[config.mk]
export PLATFORM = sky130hd
export DESIGN_NAME = imem_port_arbiter
export DESIGN_NICKNAME = d
export VERILOG_FILES = /design/src/rtl/imem_port_arbiter.sv
export SDC_FILE = /design/constraint.sdc
export NUM_CORES = 1
export LEC_CHECK = 0
export ABC_AREA = 0
export CAP_MARGIN = 20
export CORE_AREA = 2 2 134 136
export CTS_CLUSTER_DIAMETER = 120
export CTS_CLUSTER_SIZE = 30
export DETAILED_ROUTE_END_ITERATION = 7
export DIE_AREA = 0 0 136 138
export GPL_TIMING_DRIVEN = 0
export PLACE_DENSITY = 0.54
export SETUP_SLACK_MARGIN = 0.05
export SYNTH_ARGS = -nofsm -noshare
export SYNTH_HDL_FRONTEND = slang
export SYNTH_SLANG_ARGS = --single-unit
[constraint.sdc]
create_clock -name clk -period 4.43 [get_ports clk]
set_clock_uncertainty 0.05 [all_clocks]
set_input_delay 1.1075 -clock clk [delete_from_list [all_inputs] [get_ports clk]]
set_output_delay 1.1075 -clock clk [all_outputs]
set_load 0.01 [all_outputs]
[src/rtl/imem_port_arbiter.sv]
// rtl/imem_port_arbiter.sv - round-robin arbiter sharing the instruction memory port between fetch and data
`timescale 1ns/1ps

module imem_port_arbiter #(
    parameter int ADDR_W = 32,
    parameter int RD_LAT = 2,
    parameter int CNT_W  = 16
) (
    input  logic              clk,
    input  logic              rst,
    // fetch requester (read-only)
    input  logic              f_req,
    input  logic [ADDR_W-1:0] f_addr,
    input  logic              f_flush,
    output logic              f_gnt,
    output logic              f_rvalid,
    output logic [31:0]       f_rdata,
    output logic              f_err,
    // data / loader requester
    input  logic              d_req,
    input  logic              d_we,
    input  logic [ADDR_W-1:0] d_addr,
    input  logic [31:0]       d_wdata,
    input  logic [2:0]        d_wsz,
    output logic              d_gnt,
    output logic              d_rvalid,
    output logic [31:0]       d_rdata,
    output logic              d_err,
    // memory port
    output logic              m_re,
    output logic [ADDR_W-1:0] m_raddr,
    output logic              m_we,
    output logic [ADDR_W-1:0] m_waddr,
    output logic [31:0]       m_wdata,
    output logic [2:0]        m_wsz,
    input  logic [31:0]       m_rdata,
    input  logic              m_hit,
    // performance counters
    output logic [CNT_W-1:0]  f_gnt_cnt,
    output logic [CNT_W-1:0]  d_gnt_cnt
);

    typedef enum logic {
        ST_ARB     = 1'b0,
        ST_WR_TURN = 1'b1
    } state_t;

    localparam logic [CNT_W-1:0] CNT_ONE = {{(CNT_W-1){1'b0}}, 1'b1};

    state_t              r_state;
    state_t              w_state_nxt;
    // 0: fetch wins the next contested cycle, 1: data wins it
    logic                r_rr_ptr;
    // in-flight read pipeline: valid bit and owner (1 = data) per stage
    logic [RD_LAT-1:0]   r_pv;
    logic [RD_LAT-1:0]   r_po;
    logic [CNT_W-1:0]    r_f_cnt;
    logic [CNT_W-1:0]    r_d_cnt;

    logic                w_f_elig;
    logic                w_d_elig;
    logic                w_f_gnt;
    logic                w_d_gnt;
    logic                w_d_rd;
    logic                w_d_wr;
    logic                w_rd_gnt;
    logic                w_last_v;
    logic                w_last_d;
    logic                w_f_rsp;
    logic                w_d_rsp;

    // Eligibility and round-robin grant; reset suppresses all grants so the port is quiet while held
    always_comb begin
        w_f_elig = f_req & ~f_flush & (r_state == ST_ARB) & ~rst;
        w_d_elig = d_req & (d_we | (r_state == ST_ARB)) & ~rst;
        w_f_gnt  = w_f_elig & (~w_d_elig | ~r_rr_ptr);
        w_d_gnt  = w_d_elig & (~w_f_elig | r_rr_ptr);
        w_d_rd   = w_d_gnt & ~d_we;
        w_d_wr   = w_d_gnt & d_we;
        w_rd_gnt = w_f_gnt | w_d_rd;
    end

    // Memory port is driven straight from the winning request, zero when idle
    always_comb begin
        m_re    = w_rd_gnt;
        m_raddr = '0;
        m_we    = w_d_wr;
        m_waddr = '0;
        m_wdata = '0;
        m_wsz   = '0;
        if (w_f_gnt) begin
            m_raddr = f_addr;
        end else if (w_d_rd) begin
            m_raddr = d_addr;
        end
        if (w_d_wr) begin
            m_waddr = d_addr;
            m_wdata = d_wdata;
            m_wsz   = d_wsz;
        end
    end

    // Turnaround state register
    always_ff @(posedge clk or posedge rst) begin
        if (rst) begin
            r_state <= ST_ARB;
        end else begin
            r_state <= w_state_nxt;
        end
    end

    // Any granted write forces one bubble cycle in which no read may issue
    always_comb begin
        w_state_nxt = ST_ARB;
        case (r_state)
            ST_ARB:     w_state_nxt = w_d_wr ? ST_WR_TURN : ST_ARB;
            ST_WR_TURN: w_state_nxt = w_d_wr ? ST_WR_TURN : ST_ARB;
            default:    w_state_nxt = ST_ARB;
        endcase
    end

    // Round-robin pointer moves only when someone is granted
    always_ff @(posedge clk or posedge rst) begin
        if (rst) begin
            r_rr_ptr <= 1'b0;
        end else if (w_f_gnt) begin
            r_rr_ptr <= 1'b1;
        end else if (w_d_gnt) begin
            r_rr_ptr <= 1'b0;
        end
    end

    // Read-latency shift register; a flush kills fetch-owned entries as they advance
    always_ff @(posedge clk or posedge rst) begin
        if (rst) begin
            r_pv <= '0;
            r_po <= '0;
        end else begin
            r_pv[0] <= w_rd_gnt;
            r_po[0] <= w_d_rd;
            for (int i = 1; i < RD_LAT; i++) begin
                r_pv[i] <= r_pv[i-1] & ~(f_flush & ~r_po[i-1]);
                r_po[i] <= r_po[i-1];
            end
        end
    end

    // Route the emerging response to its owner; a same-cycle flush also kills the emitting fetch
    always_comb begin
        w_last_v = r_pv[RD_LAT-1];
        w_last_d = r_po[RD_LAT-1];
        w_f_rsp  = w_last_v & ~w_last_d & ~f_flush;
        w_d_rsp  = w_last_v & w_last_d;
        f_rvalid = w_f_rsp;
        f_rdata  = w_f_rsp ? m_rdata : 32'h0;
        f_err    = w_f_rsp & ~m_hit;
        d_rvalid = w_d_rsp;
        d_rdata  = w_d_rsp ? m_rdata : 32'h0;
        d_err    = w_d_rsp & ~m_hit;
        f_gnt    = w_f_gnt;
        d_gnt    = w_d_gnt;
    end

    // Saturating grant counters
    always_ff @(posedge clk or posedge rst) begin
        if (rst) begin
            r_f_cnt <= '0;
            r_d_cnt <= '0;
        end else begin
            if (w_f_gnt && (r_f_cnt != '1)) begin
                r_f_cnt <= r_f_cnt + CNT_ONE;
            end
            if (w_d_gnt && (r_d_cnt != '1)) begin
                r_d_cnt <= r_d_cnt + CNT_ONE;
            end
        end
    end

    assign f_gnt_cnt = r_f_cnt;
    assign d_gnt_cnt = r_d_cnt;

endmodule
# Word-level counts from Yosys, hierarchy flattened
# Cells that the tools add are included.
# op_classes
n_eq_ne	2
mux	10
reduce_logical	3
n_addsub	2
bitwise_logic	31
# op_table
op	n
$mux W32	6
$add A16 B1 Y16 const B	2
$ne A16 B16 Y1 const B	2
$and A1 B1 Y1	16
$not A1 Y1	11
$or A1 B1 Y1	4
$mux W1	3
$mux W3	1
$logic_and A1 B1 Y1	2
$reduce_bool A2 Y1	1
# word_totals
regBits	38
wordCells	54
out_inout_bits	203
in_bits	138

# Longest topological paths before layout
# Gate-level depths: netlist (run 1).
# depth
word_depth	10
depth_mapped	6

# Least setup slack after synthesis (run 1)
# OpenSTA, ideal clock, no wires.
# synth_timing
path_type	input-to-output
start	input rst
end	output m_waddr[10]
t_arrival_ns	3.016
stages	6
n_path_buf	2
slack_ns	0.256
required_ns	3.273
cell_sequence	inv_1 nand4_4 nor2_2 buf_6 clkbuf_1 and2_1
# synth_between
elab_chain_len	7
# synth_lines
element	line_no	text
from (decl)	10	input logic rst,
$not A1 Y1 *	74, 75	
$and A1 B1 Y1	74	w_f_elig = f_req & ~f_flush & (r_state == ST_ARB) & ~rst;
$not A1 Y1	77	w_d_gnt = w_d_elig & (~w_f_elig | r_rr_ptr);
$or A1 B1 Y1	77	
$and A1 B1 Y1 *	77	
$and A1 B1 Y1 *	79	w_d_wr = w_d_gnt & d_we;
$mux W32 *	96	if (w_d_wr) begin
to (decl)	33	output logic [ADDR_W-1:0] m_waddr,
# Every way passes the cells marked *; elsewhere a longest branch is shown, timed or not.

# Worst setup path in the final report (run 1)
# layout_timing
start	input f_req
end	output m_raddr[14]
# layout_between
elab_chain_len	9
# layout_lines
element	line_no	text
from (decl)	12	input logic f_req,
$and A1 B1 Y1 * (3 in a row)	74	
$not A1 Y1	77	
$or A1 B1 Y1	77	
$and A1 B1 Y1	77	
$and A1 B1 Y1	78	w_d_rd = w_d_gnt & ~d_we;
$mux W32	93	end else if (w_d_rd) begin
$mux W32 *	91	if (w_f_gnt) begin
to (decl)	31	output logic [ADDR_W-1:0] m_raddr,
# Marks and branches as above.

==> results by group, run 1 <==
Drt
  • Vias per Instance: 4.408
  • Antenna-violating nets left: 0
  • Met3 WL: 1.600 mm
  • Wirelength per Cell: 17.34 µm
  • Vias post-DR: 4130
  • Max Used Layer: met4
  • Total wire length: 16.24 mm
  • Initial DRC Count: 74
  • DRC violations left: 0
  • Drt pass-1 iters: 4
  • Metal2 WL: 8.886 mm
  • WL met1: 5.433 mm

Power and ir drop
  • Clk pwr share: 25.3%
  • Peak VDD IR: 0.1351 mV
  • Int Power: 0.9243 mW
  • Sw Ratio: 30.92%
  • Pleak: 3.867 nW
  • NetSw: 0.4136 mW
  • Pwr Density: 189.0 nW/µm²
  • Logic pwr share: 39.5%
  • Reg power frac: 35.2%
  • Overall Power: 1.338 mW

Synthesis
  • Post-Syn Area: 3092 µm²
  • Yosys top cell area share: 30.76%
  • Synth area leaders: dfrtp_1, and2_1, a22o_1
  • YS warnings: 0
  • Library cells used by synthesis: 37
  • Net Count, Synth: 498
  • Seq/Total Area, Yosys: 30.76%
  • Yosys top cell by area: dfrtp_1
  • Synthesized area per cell: 8.636 µm²
  • Seq cells post-synth: 38
  • Cells after Synth: 358

Final layout
  • Flip-flop and latch area: 950.9 µm²
  • Number of diodes: 0
  • Fraction of layout cells with a size suffix above 1: 6.073%
  • Filler instances: 1774
  • Synth-to-layout area growth: 128.9%
  • NumNets Final: 848
  • Area of the multi-input gates: 2031 µm²

Timing
  • RSZ-0062 raised after global routing: true
  • Fmax: 0.2300 GHz
  • # setup viols final: 0
  • Max-slew violations: 0
  • Tightest Pin Transition: 0.5732 ns
  • Period minus WS final: 4.348 ns
  • Final Hold Violating Endpoints: 0
  • Tcrit/Tclk final: 98.14%
  • Slew headroom: 61.62%
  • Final setup TNS: 0 ns

Clock tree
  • Hold buffer count at CTS: 0
  • Longest Clk Path Bufs: 2
  • CTS tree: yes
  • CTS root buf: clkbuf_16
  • Worst skew pair latency: 0.28 ns
  • H-tree levels: 2
  • CTS Sinks: 38
  • Clock-pin transition on the worst setup and hold timing paths: 0.06 ns
  • CTS Buf Count: 5

Worst hold path
  • HP Class: flop to flop
  • Min-delay src: r_po[0]

Worst setup path
  • Worst-path cell chain: clkdlybuf4s50_1 > or4b_4 > nand4_4 > nor2_4 > buf_2 > a22o_1 > clkdlybuf4s50_1
  • Setup Crit Path Kind: input port to primary output
  • Crit path buf inv count: 3
  • Most frequent CP cell: clkdlybuf4s50_1
  • Worst EP required: 3.27 ns
  • Critical Path Source: f_req
  • CP Launch Type: input port
  • Critical path capture point type: primary output
  • Slowest CP cell: clkdlybuf4s50_1
  • Critical path data arrival time: 3.19 ns
  • CP peak stage delay: 0.49 ns
  • CP delay by family, top: buffers and inverters
  • Flop2flop setup slack: 2.45 ns
  • Worst-path maximum fanout: 10
  • Reg2reg start: r_state

Floorplanning
  • Chip height: 138 µm
  • Core Area: 17530 µm²
  • I/O Pins: 341
  • Die ar.: 18770 µm²
  • FP Rows: 49
  • Die width: 136 µm
  • Initial Utilization: 17.63%

Job
  • Max-capacitance violation count: 0

GRT
  • Antenna violations before repair: 0
  • Largest net degree at the start of global routing: 21
  • Total congestion overflow: 0
  • Vias in the first global route: 4106
  • First-pass GRT wire length: 23.83 mm
  • Total GRT Usage: 16.30%

Outcome
  • Status: completed

Placement
  • I/O Buffers: 340
  • Gpl congestion: 0.8418
  • HPWL Detailed: 14.14 mm
## worst reg2reg max path, delay by kind of cell (launching register included)
family | cells | cell delay (ns)
buffers and inverters | 2 | 0.27
DFF | 1 | 0.44
and+or+nand+nor | 3 | 0.82
muxes | 1 | 0.30
## what timing repair did
item / in CTS / in global routing
hold endpoints to repair: 0 / 0
gates cloned: 1 / 0
gates resized for setup: 57 / 56
endpoints found under the setup margin: 137 / 54
pin swaps: 2 / 0
buffers inserted: 2 / 0
## cell usage after synthesis
cell	number
a21boi_0	1
nand2_1	13
and2_1	101
buf_2	6
o211ai_1	1
nor4b_1	1
ha_1	2
nor4b_2	2
nand4_1	8
nand4_2	1
or4b_4	1
o21ai_1	1
and3_1	35
buf_1	2
xor2_1	28
nor2b_1	3
inv_1	6
dfrtp_1	38
nor2_1	6
nand4_4	1
clkbuf_1	16
xnor2_1	1
o21ai_0	3
buf_6	1
nor3b_1	3
mux2_2	3
nor4_1	15
a22o_1	32
nor4_4	1
nor3_1	9
nand3_1	9
or2_1	1
nor2_2	1
nand2b_1	1
or2_2	2
and4_1	2
o41ai_4	1
## sequential cells by signal, summed over array words and instances, names as in the netlist
name and count:
d_gnt_cnt 16, f_gnt_cnt 16, r_po 2, r_pv 2, r_rr_ptr 1, r_state 1
## path summary, 6_finish.rpt
kind	cells past startpoint	end
hold reg to reg	0	r_po[1]
setup / recovery	7	m_raddr[14]
hold / removal	0	r_po[1]
max in group asynchronous	2	f_gnt_cnt[6]
min in group asynchronous	2	d_gnt_cnt[3]
setup reg to reg	6	d_gnt_cnt[1]
## metrics by stage
step                hold WS, ns  std cells  util (%)  cell area, µm²  worst slack [ns]
floorplan                0.3037        358         -            3092            0.2564
global placement         0.3568        927     38.68            6782            -1.604
detailed placement       0.3379        927     38.68            6782           -0.9864
CTS                      0.3536        937     39.65            6952           0.05147
global route             0.3782        937     40.37            7078          0.007007
finish                   0.3466        937     40.37            7078           0.08221
## layout by cell type (no fill, tap or decap), types with 4 or more instances in the layout
cell type,netlist,final
clkdlybuf4s50_1,0,257
and2_1,101,101
dlymetal6s2s_1,0,45
dfrtp_1,38,38
dlygate4sd2_1,0,38
and3_1,35,35
a22o_1,32,32
xor2_1,28,28
nor4_1,15,15
nand2_1,13,13
clkbuf_1,16,10
nand3_1,9,9
nor3_1,9,9
nand4_1,8,8
nor2_1,6,5
buf_2,6,5
buf_4,0,5
clkbuf_16,0,5
inv_1,6,4
## layer usage
metal	global-route usage, %	vias to the layer above
met5	0	-
met4	4.934	0
met3	4.144	15
met2	32.40	244
met1	16.10	1911
li1	-	1960
## power by group through the flow
stage | logic, mW | registers [mW] | clock network, mW
after floorplan | 0.158 | 0.486 | 0
after global placement | 0.532 | 0.475 | 0
after detailed placement | 0.539 | 0.477 | 0
after CTS | 0.540 | 0.472 | 0.348
after global routing | 0.566 | 0.482 | 0.361
final | 0.528 | 0.471 | 0.338
## logic make-up after synthesis
kind of cell / synth area share, %
compound gates: 11.09
xor+xnor: 8.216
fa+ha+maj: 0.8093
buf+inv: 4.249
flops: 30.76
mux: 1.093
simple gates: 43.79
## final cells by class
class / instances / area share (%)
buffer: 25 / 1.891
clock inverter: 2 / 0.1414
timing repair inverter: 1 / 0.1237
tap: 229 / 4.048
sequential: 38 / 13.43
inverter: 6 / 0.6894
timing repair buffer: 342 / 49.21
multi-input combinational: 289 / 28.69
clock buffer: 5 / 1.768
Note: power is estimated with default switching activity, not from simulation.
==> run 2: changes to the inputs <==
--- a/config.mk
+++ b/config.mk
@@ -14,4 +14,5 @@
 export DIE_AREA = 0 0 136 138
 export GPL_TIMING_DRIVEN = 0
+export MAX_ROUTING_LAYER = met4
 export PLACE_DENSITY = 0.54
 export SETUP_SLACK_MARGIN = 0.05
--- a/constraint.sdc
+++ b/constraint.sdc
@@ -3,3 +3,3 @@
 set_input_delay 1.1075 -clock clk [delete_from_list [all_inputs] [get_ports clk]]
 set_output_delay 1.1075 -clock clk [all_outputs]
-set_load 0.01 [all_outputs]
+set_load 0.1 [all_outputs]
==> run 2 against run 1 <==
Against the previous run:
- sequential power barely moved
- worst setup slack improved by 0.056 ns
- sequential share of layout area rose by 0.40 points
- combinational power rose by 120%
- hold slack improved by 0.029 ns
- routed wire length rose by 0.72%
- utilization fell by 1.2 points
- critical endpoint is now m_raddr[1]
- highest routed layer unchanged
==> results by group, run 2 (synthesis results as in run 1) <==
Worst setup path
  • Slowest CP cell: clkdlybuf4s50_1 (unchanged)
  • Critical Path Source: f_req (unchanged)
  • CP Launch Type: input port (unchanged)
  • Reg2reg start: r_state (unchanged)
  • Critical path capture point type: primary output (unchanged)
  • Worst-path cell chain: clkdlybuf4s50_1 > or4b_4 > nand4_4 > nor2_4 > buf_12 > a22o_1 > clkdlybuf4s15_2 (was clkdlybuf4s50_1 > or4b_4 > nand4_4 > nor2_4 > buf_2 > a22o_1 > clkdlybuf4s50_1)
  • Critical path data arrival time: 3.13 ns (was 3.19 ns)
  • CP peak stage delay: 0.53 ns (was 0.49 ns)
  • Worst-path maximum fanout: 4 (was 10)
  • Setup Crit Path Kind: input port to primary output (unchanged)
  • Worst EP required: 3.27 ns (about the same)

Timing
  • Tcrit/Tclk final: 96.88% (was 98.14%)
  • RSZ-0062 raised after global routing: false (was true)
  • Tightest Pin Transition: 1.058 ns (was 0.5732 ns)
  • Max-slew violations: 0 (unchanged)
  • Fmax: 0.2330 GHz (was 0.2300 GHz)
  • Slew headroom: 29.25% (was 61.62%)
  • Final setup TNS: 0 ns (unchanged)
  • # setup viols final: 0 (unchanged)
  • Period minus WS final: 4.292 ns (was 4.348 ns)
  • Final Hold Violating Endpoints: 0 (unchanged)

Power and ir drop
  • Peak VDD IR: 0.1807 mV (was 0.1351 mV)
  • Pleak: 3.182 nW (was 3.867 nW)
  • Pwr Density: 285.5 nW/µm² (was 189.0 nW/µm²)

Final layout
  • Synth-to-layout area growth: 122.3% (was 128.9%)
  • Cell area after layout: 6872 µm² (was 7078 µm²)
  • Commonest non-fill, non-tap cells in the layout: clkdlybuf4s50_1, and2_1, buf_4, dfrtp_1, and3_1 (was clkdlybuf4s50_1, and2_1, dlymetal6s2s_1, dfrtp_1, dlygate4sd2_1)
  • Fin util: 39.19% (was 40.37%)
  • Number of diodes: 0 (unchanged)
  • Most common cell after layout, fill and taps aside: clkdlybuf4s50_1 (unchanged)
  • Fraction of layout cells with a size suffix above 1: 26.30% (was 6.073%)
  • NumNets Final: 852 (was 848)

Placement
  • Gpl congestion: 0.8776 (was 0.8418)
  • HPWL Detailed: 13.93 mm (was 14.14 mm)
  • Placed inst area: 6810 µm² (was 6782 µm²)
  • I/O Buffers: 340 (unchanged)

Floorplanning
  • Core Area: 17530 µm² (unchanged)
  • Die ar.: 18770 µm² (unchanged)
  • Chip height: 138 µm (unchanged)
  • FP Rows: 49 (unchanged)
  • Initial Utilization: 17.63% (unchanged)
  • I/O Pins: 341 (unchanged)
  • Die width: 136 µm (unchanged)

Clock tree
  • H-tree levels: 2 (unchanged)
  • CTS root buf: clkbuf_16 (unchanged)
  • Hold buffer count at CTS: 0 (unchanged)
  • Longest Clk Path Bufs: 2 (unchanged)
  • Clock-pin transition on the worst setup and hold timing paths: 0.06 ns (about the same)
  • CTS tree: yes (unchanged)
  • Worst skew pair latency: 0.28 ns (about the same)
  • CTS Sinks: 38 (unchanged)
  • CTS Buf Count: 5 (unchanged)

Drt
  • Vias post-DR: 4081 (was 4130)
  • Wirelength per Cell: 17.41 µm (was 17.34 µm)
  • Initial DRC Count: 82 (was 74)
  • Met3 WL: 1.341 mm (was 1.600 mm)
  • Metal2 WL: 8.744 mm (was 8.886 mm)
  • WL met1: 6.007 mm (was 5.433 mm)
  • Total wire length: 16.36 mm (was 16.24 mm)
  • Vias per Instance: 4.341 (was 4.408)
  • Max Used Layer: met4 (unchanged)
  • Drt pass-1 iters: 4 (unchanged)
  • DRC violations left: 0 (unchanged)
  • Antenna-violating nets left: 0 (unchanged)

GRT
  • Vias in the first global route: 4120 (was 4106)
  • Total GRT Usage: 16.88% (was 16.30%)
  • Antenna violations before repair: 0 (unchanged)
  • Total congestion overflow: 0 (unchanged)
  • First-pass GRT wire length: 23.96 mm (was 23.83 mm)
  • Largest net degree at the start of global routing: 21 (unchanged)

Worst hold path
  • Min-delay src: r_po[0] (unchanged)
  • HP Class: flop to flop (unchanged)

Job
  • Max-capacitance violation count: 0 (unchanged)

Outcome
  • Status: completed (unchanged)
[run 2: cell count changes in the layout (fill, tap and decap cells not counted), moves of 14 or more]
cell,delta
buf_4,+71
clkdlybuf4s50_1,-57
dlymetal6s2s_1,-44
clkdlybuf4s15_2,+34
dlygate4sd2_1,-32
buf_6,+14
[run 2: path summary, 6_finish.rpt]
check                                     end  slack [ns]  depth (start not counted)
worst max-delay path               m_raddr[1]        0.14                          7
worst min-delay path                  r_po[1]        0.38                          0
worst max register to register  d_gnt_cnt[12]        2.44                          6
worst min register to register        r_po[1]        0.38                          0
max in group asynchronous        d_gnt_cnt[5]        3.04                          2
min in group asynchronous            r_rr_ptr        0.90                          2
[run 2: repair_timing]
action,4_1_cts,5_1_grt
endpoints found under the hold margin,0,0
pin swaps,0,1
gates resized for setup,691,38
cloned,2,0
buffers inserted,2,2
endpoints found under the setup margin,137,99
[run 2: cell type report]
cell class              count  area, µm²
plain buffers              25      123.9
multi-input cells         289       2051
well taps                 229      286.5
repair inverters            2      10.01
fillers                  1797      10660
clock buffers               6      138.9
flip-flops and latches     38      950.9
repair buffers            345       3284
inverters                   6      26.28
[run 2: power breakdown]
part | switching, mW | internal [mW] | leakage, nW
registers | 0.0744 | 0.400 | 0.496
clock network | 0.131 | 0.217 | 0.0688
logic | 0.821 | 0.319 | 2.62
[run 2: worst max-delay path: cells and delay by family]
kind | cells | cell delay [ns]
buf+inv | 3 | 1.13
compound gates | 1 | 0.18
simple gates | 3 | 0.71
[run 2: metal layers]
| layer | track usage, % | vias to the layer above |
|---|---|---|
| li1 | - | 1965 |
| met5 | - | - |
| met3 | 3.190 | 15 |
| met1 | 17.31 | 1868 |
| met4 | 4.112 | 0 |
| met2 | 32.40 | 233 |
[run 2: stage by stage]
stage	setup WS (ns)	instances	power [mW]	hold slack, ns
final	0.1382	940	1.962	0.3751
after CTS	0.01747	937	1.983	0.3645
after global placement	-1.592	927	1.619	0.3576
after detailed placement	-1.660	927	1.627	0.3619
after floorplan	0.1130	358	1.252	0.3037
after global routing	0.08094	940	2.035	0.3842
==> RTL change 1: new RTL, flow settings as in run 2 <==
The parameter `RD_LAT` goes from 2 to 4.
--- a/src/rtl/imem_port_arbiter.sv
+++ b/src/rtl/imem_port_arbiter.sv
@@ -3,7 +3,7 @@
 
 module imem_port_arbiter #(
     parameter int ADDR_W = 32,
-    parameter int RD_LAT = 2,
+    parameter int RD_LAT = 4,
     parameter int CNT_W  = 16
 ) (
     input  logic              clk,
Check against the original RTL: not equivalent (a bounded check fails within 4 cycles, from zero or initial values and one cycle with rst high).
==> RTL change 1 against run 2 <==
Fmax barely moved; sequential cell count is 4 higher; via count increased by 5.4%; global-route usage increased by 1.2 points; clock power is 19% higher; die area did not move; area after synthesis is 8.9% higher; wire length up 5.1%; total power rose by 8.7%; setup slack improved by 0.0013 ns; final area increased by 7.1%; worst hold slack worse by 0.049 ns; core utilization up 2.8 points; count of clock-buffer cells in the layout is the same.
==> RTL change 1: results <==
[logic_synthesis]
syn_nets = 538
synth_area_leaders = "dfrtp_1 (31%), and2_1 (15%), xor2_1 (7.0%)"
synthTopCellsByCount = "and2_1 (81), nand2_1 (45), dfrtp_1 (42)"
yosysTopAreaCellShare_pct = 31.2
syn_inst = 398
synth_cell_type_count = 43
ys_seq_elements = 42
yosysSeqAreaShare_pct = 31.2

[placed_design]
portBuffers = 340
place_congestion = 0.899
dp.final_hpwl_mm = 14.7

[detailed_routing]
drt_iter0_markers = 101
vias = 4303
routed_wirelength_mm = 17.2

[grt]
grt_usage_pct = 18.0
first_global_vias = 4358
grt_first_pass_wirelength_mm = 25.4
grt_max_degree = 23

[pwr]
ir_drop_mv = 0.170
p_leak_nw = 3.34

[timing]
relSlewSlack_pct = 31.0
hold_ws_ns = 0.326

[setup_path]
cp-startpoint = "d_req"
max_stage_delay_ns = 0.62
ff2ff_path_depth = 5
r2r-start = "f_gnt_cnt[0]"
r2r-end = "f_gnt_cnt[1]"
r2r_setup_slack_ns = 2.39
crit_fanout = 10

[finish]
inverters = 10
final_layout_size_suffix_gt1_share_pct = 30.3
clock_area_share_pct = 2.26
diodes = 1
seq_area_sq_mm = 0.00105
buf_share_pct = 47.8
multi_input_area_share_pct = 31.1
signal_buffers = 372
filler_cell_count = 1785
final_nets = 891
comb.multi_input.count = 320

[clock_network]
clk_pin_slew_ns = 0.06
clockBufferDepth = 2

[worst_hold_path]
hp-start = "r_po[2]"
min_to = "r_po[3]"

[outcome]
status = "completed"
## RTL change 1: cell types whose count changed after synthesis, sizes merged, moves of 3 or more
cell and change:
nor4 -7, buf +6, dfrtp +4, a22o -16, nor3 +5, a21oi +17, a21boi +3, nand2 +32
clkbuf -3, o21ai -4, nand4 +3, or2 -3
## RTL change 1: metrics by stage
stage / utilization [%] / TNS, ns / instance area, sq um / worst slack, ns / cells
4_1_cts: 40.9 / 0 / 7180 / 0.0298 / 980
6_report: 42.0 / 0 / 7360 / 0.139 / 982
5_1_grt: 42.0 / 0 / 7360 / 0.0229 / 981
2_1_floorplan: - / 0 / 3520 / 0.109 / 398
3_3_place_gp: 41.1 / -155.55 / 7210 / -1.59 / 967
3_5_place_dp: 41.1 / -157.56 / 7210 / -1.60 / 967
## RTL change 1: worst max path at each step
stage / to / slack (ns)
finish: m_re / 0.14
global route: m_waddr[23] / 0.02
CTS: m_re / 0.03
detailed placement: m_re / -1.60
global placement: m_re / -1.59
floorplan: m_waddr[22] / 0.11
## RTL change 1: what timing repair did
action                                  4_1_cts  5_1_grt
cloned                                        2        0
buffers inserted                              3        0
resized for setup                           696       58
endpoints found under the setup margin      137       94
## RTL change 1: cell families after synthesis
group / share of synthesized area (%)
simple gates: 45.3
flops: 31.2
compound gates: 8.43
buf+inv: 5.61
xor+xnor: 7.28
mux: 1.45
fa+ha+maj: 0.743
## RTL change 1: report_power, final
part / switching (mW) / internal (mW)
Clock: 0.147 / 0.266
Sequential: 0.0769 / 0.442
Combinational: 0.855 / 0.346
Total: 1.08 / 1.05
## RTL change 1: metal layers
layer  routed length, um  GRT usage [%]  vias to the layer above
met5                   0              -                        -
li1                    -              -                     2064
met3                1790           5.39                       19
met2                9260           33.9                      233
met4                 369           4.99                        0
met1                5780           17.6                     1987
==> RTL change 2: new RTL, settings of run 2 <==
Without the edit above. Make the reset (`rst`) synchronous in 4 clocked blocks.
--- a/src/rtl/imem_port_arbiter.sv
+++ b/src/rtl/imem_port_arbiter.sv
@@ -101,7 +101,7 @@
     end
 
     // Turnaround state register
-    always_ff @(posedge clk or posedge rst) begin
+    always_ff @(posedge clk) begin
         if (rst) begin
             r_state <= ST_ARB;
         end else begin
@@ -120,7 +120,7 @@
     end
 
     // Round-robin pointer moves only when someone is granted
-    always_ff @(posedge clk or posedge rst) begin
+    always_ff @(posedge clk) begin
         if (rst) begin
             r_rr_ptr <= 1'b0;
         end else if (w_f_gnt) begin
@@ -131,7 +131,7 @@
     end
 
     // Read-latency shift register; a flush kills fetch-owned entries as they advance
-    always_ff @(posedge clk or posedge rst) begin
+    always_ff @(posedge clk) begin
         if (rst) begin
             r_pv <= '0;
             r_po <= '0;
@@ -162,7 +162,7 @@
     end
 
     // Saturating grant counters
-    always_ff @(posedge clk or posedge rst) begin
+    always_ff @(posedge clk) begin
         if (rst) begin
             r_f_cnt <= '0;
             r_d_cnt <= '0;
Formal check against the unedited RTL: differs if rst is asserted again (counterexample within 4 cycles, from zero or initial values and one cycle with rst high); with rst held inactive, the same outputs for 10 cycles.
==> RTL change 2 against run 2 <==
Total power shrank 27%; largest power group unchanged; area after synthesis is 1.4% lower; synthesized cell count rose by 14%; clock power rose by 15%; wire length is 16% higher; highest routed layer unchanged; setup slack improved by 0.030 ns; first-iteration DRC count grew 46%; die area stayed put; critical endpoint is now m_raddr[13]; sequential cell count unchanged; final area up 18%; sequential power down 26%.
==> RTL change 2: results <==
[setup_path]
crit_fanout = 7
crit_path_top_delay_cell = "clkdlybuf4s50_1"
path_delay_family = "buffers and inverters"
r2r_setup_slack_ns = 2.38
arrival_ns = 3.10
max_stage_delay_ns = 0.50

[logic_synthesis]
synth_compound_area_share_pct = 12.5
yosysSeqAreaShare_pct = 25.0
synth_fa_ha_area_share_pct = 0.821
synth_xor_area_share_pct = 6.90
synthMuxAreaShare_pct = 0.985
synth_cell_type_count = 37
synth_area_leaders = "dfxtp_1 (25%), and3_1 (21%), a22o_1 (9.2%)"
syn_nets = 549
synthTopCellsByCount = "and3_1 (101), dfxtp_1 (38), and2_1 (36)"
synth_ff_type = "dfxtp_1"
yosysWarningCount = 0
syn_inst = 409
async_reset_ff_share_pct = 0

[grt]
first_global_vias = 4631
grt_first_pass_wirelength_mm = 27.6
antenna_found_initial = 2
grt_usage_pct = 19.5
grt_max_degree = 13

[clock_network]
post_cts_buffers = 2
cts_resized = 960
cts_max_level = 2
clk_pin_slew_ns = 0.05
cts-root-buf = "clkbuf_16"
cts_made_buffers = 5
clk_latency_ns = 0.28
clockBufferDepth = 2

[detailed_routing]
drt_iter0_markers = 120
dr.pass1.iters = 4
vias_per_cell = 4.58
routed_wirelength_mm = 19.0
wl_per_cell_um = 19.1

[pwr]
p_leak_nw = 3.24
ir_drop_mv = 0.143

[placed_design]
dp.final_hpwl_mm = 14.9
place_congestion = 0.898
place_area_sq_mm = 0.00675
place_inst = 976
place_ws_ns = -1.37
portBuffers = 338

[outcome]
status = "completed"

[run]
maxCapViolations = 0

[worst_hold_path]
hold_class = "reg -> reg"

[finish]
filler_cell_count = 1638
final_nets = 900
seq_area_sq_um = 761
final_layout_size_suffix_gt1_share_pct = 31.8

[timing]
max_freq_ghz = 0.235
worst_pin_slew_ns = 1.07
hold_ws_ns = 0.411
## RTL change 2: layer usage
layer	vias up	wire length [um]	global-route usage [%]
li1	2193	-	-
met1	2109	7450	22.2
met2	213	9630	34.3
met3	26	1410	4.29
met4	0	467	4.77
met5	-	0	-
## RTL change 2: final timing paths
check / from / to / cells past startpoint
worst min register to register: r_pv[0] / r_pv[1] / 1
worst max-delay path: d_req / m_raddr[13] / 8
worst max register to register: d_gnt_cnt[8] / d_gnt_cnt[0] / 5
worst min-delay path: r_pv[0] / r_pv[1] / 1
## RTL change 2: report_power, final
group / total [mW] / leakage (nW) / switching [mW] / internal [mW]
clock network: 0.401 / 0.0836 / 0.138 / 0.263
registers: 0.352 / 0.307 / 0.00537 / 0.346
logic: 0.676 / 2.85 / 0.407 / 0.269
## RTL change 2: final cells by class
type	instances	area share, %
clock buffer	5	1.55
buffer	38	3.77
sequential	38	9.40
multi-input combinational	328	29.9
inverter	5	0.278
tap	229	3.54
clock inverter	3	0.495
timing repair buffer	344	51.0
antenna	2	0.0619
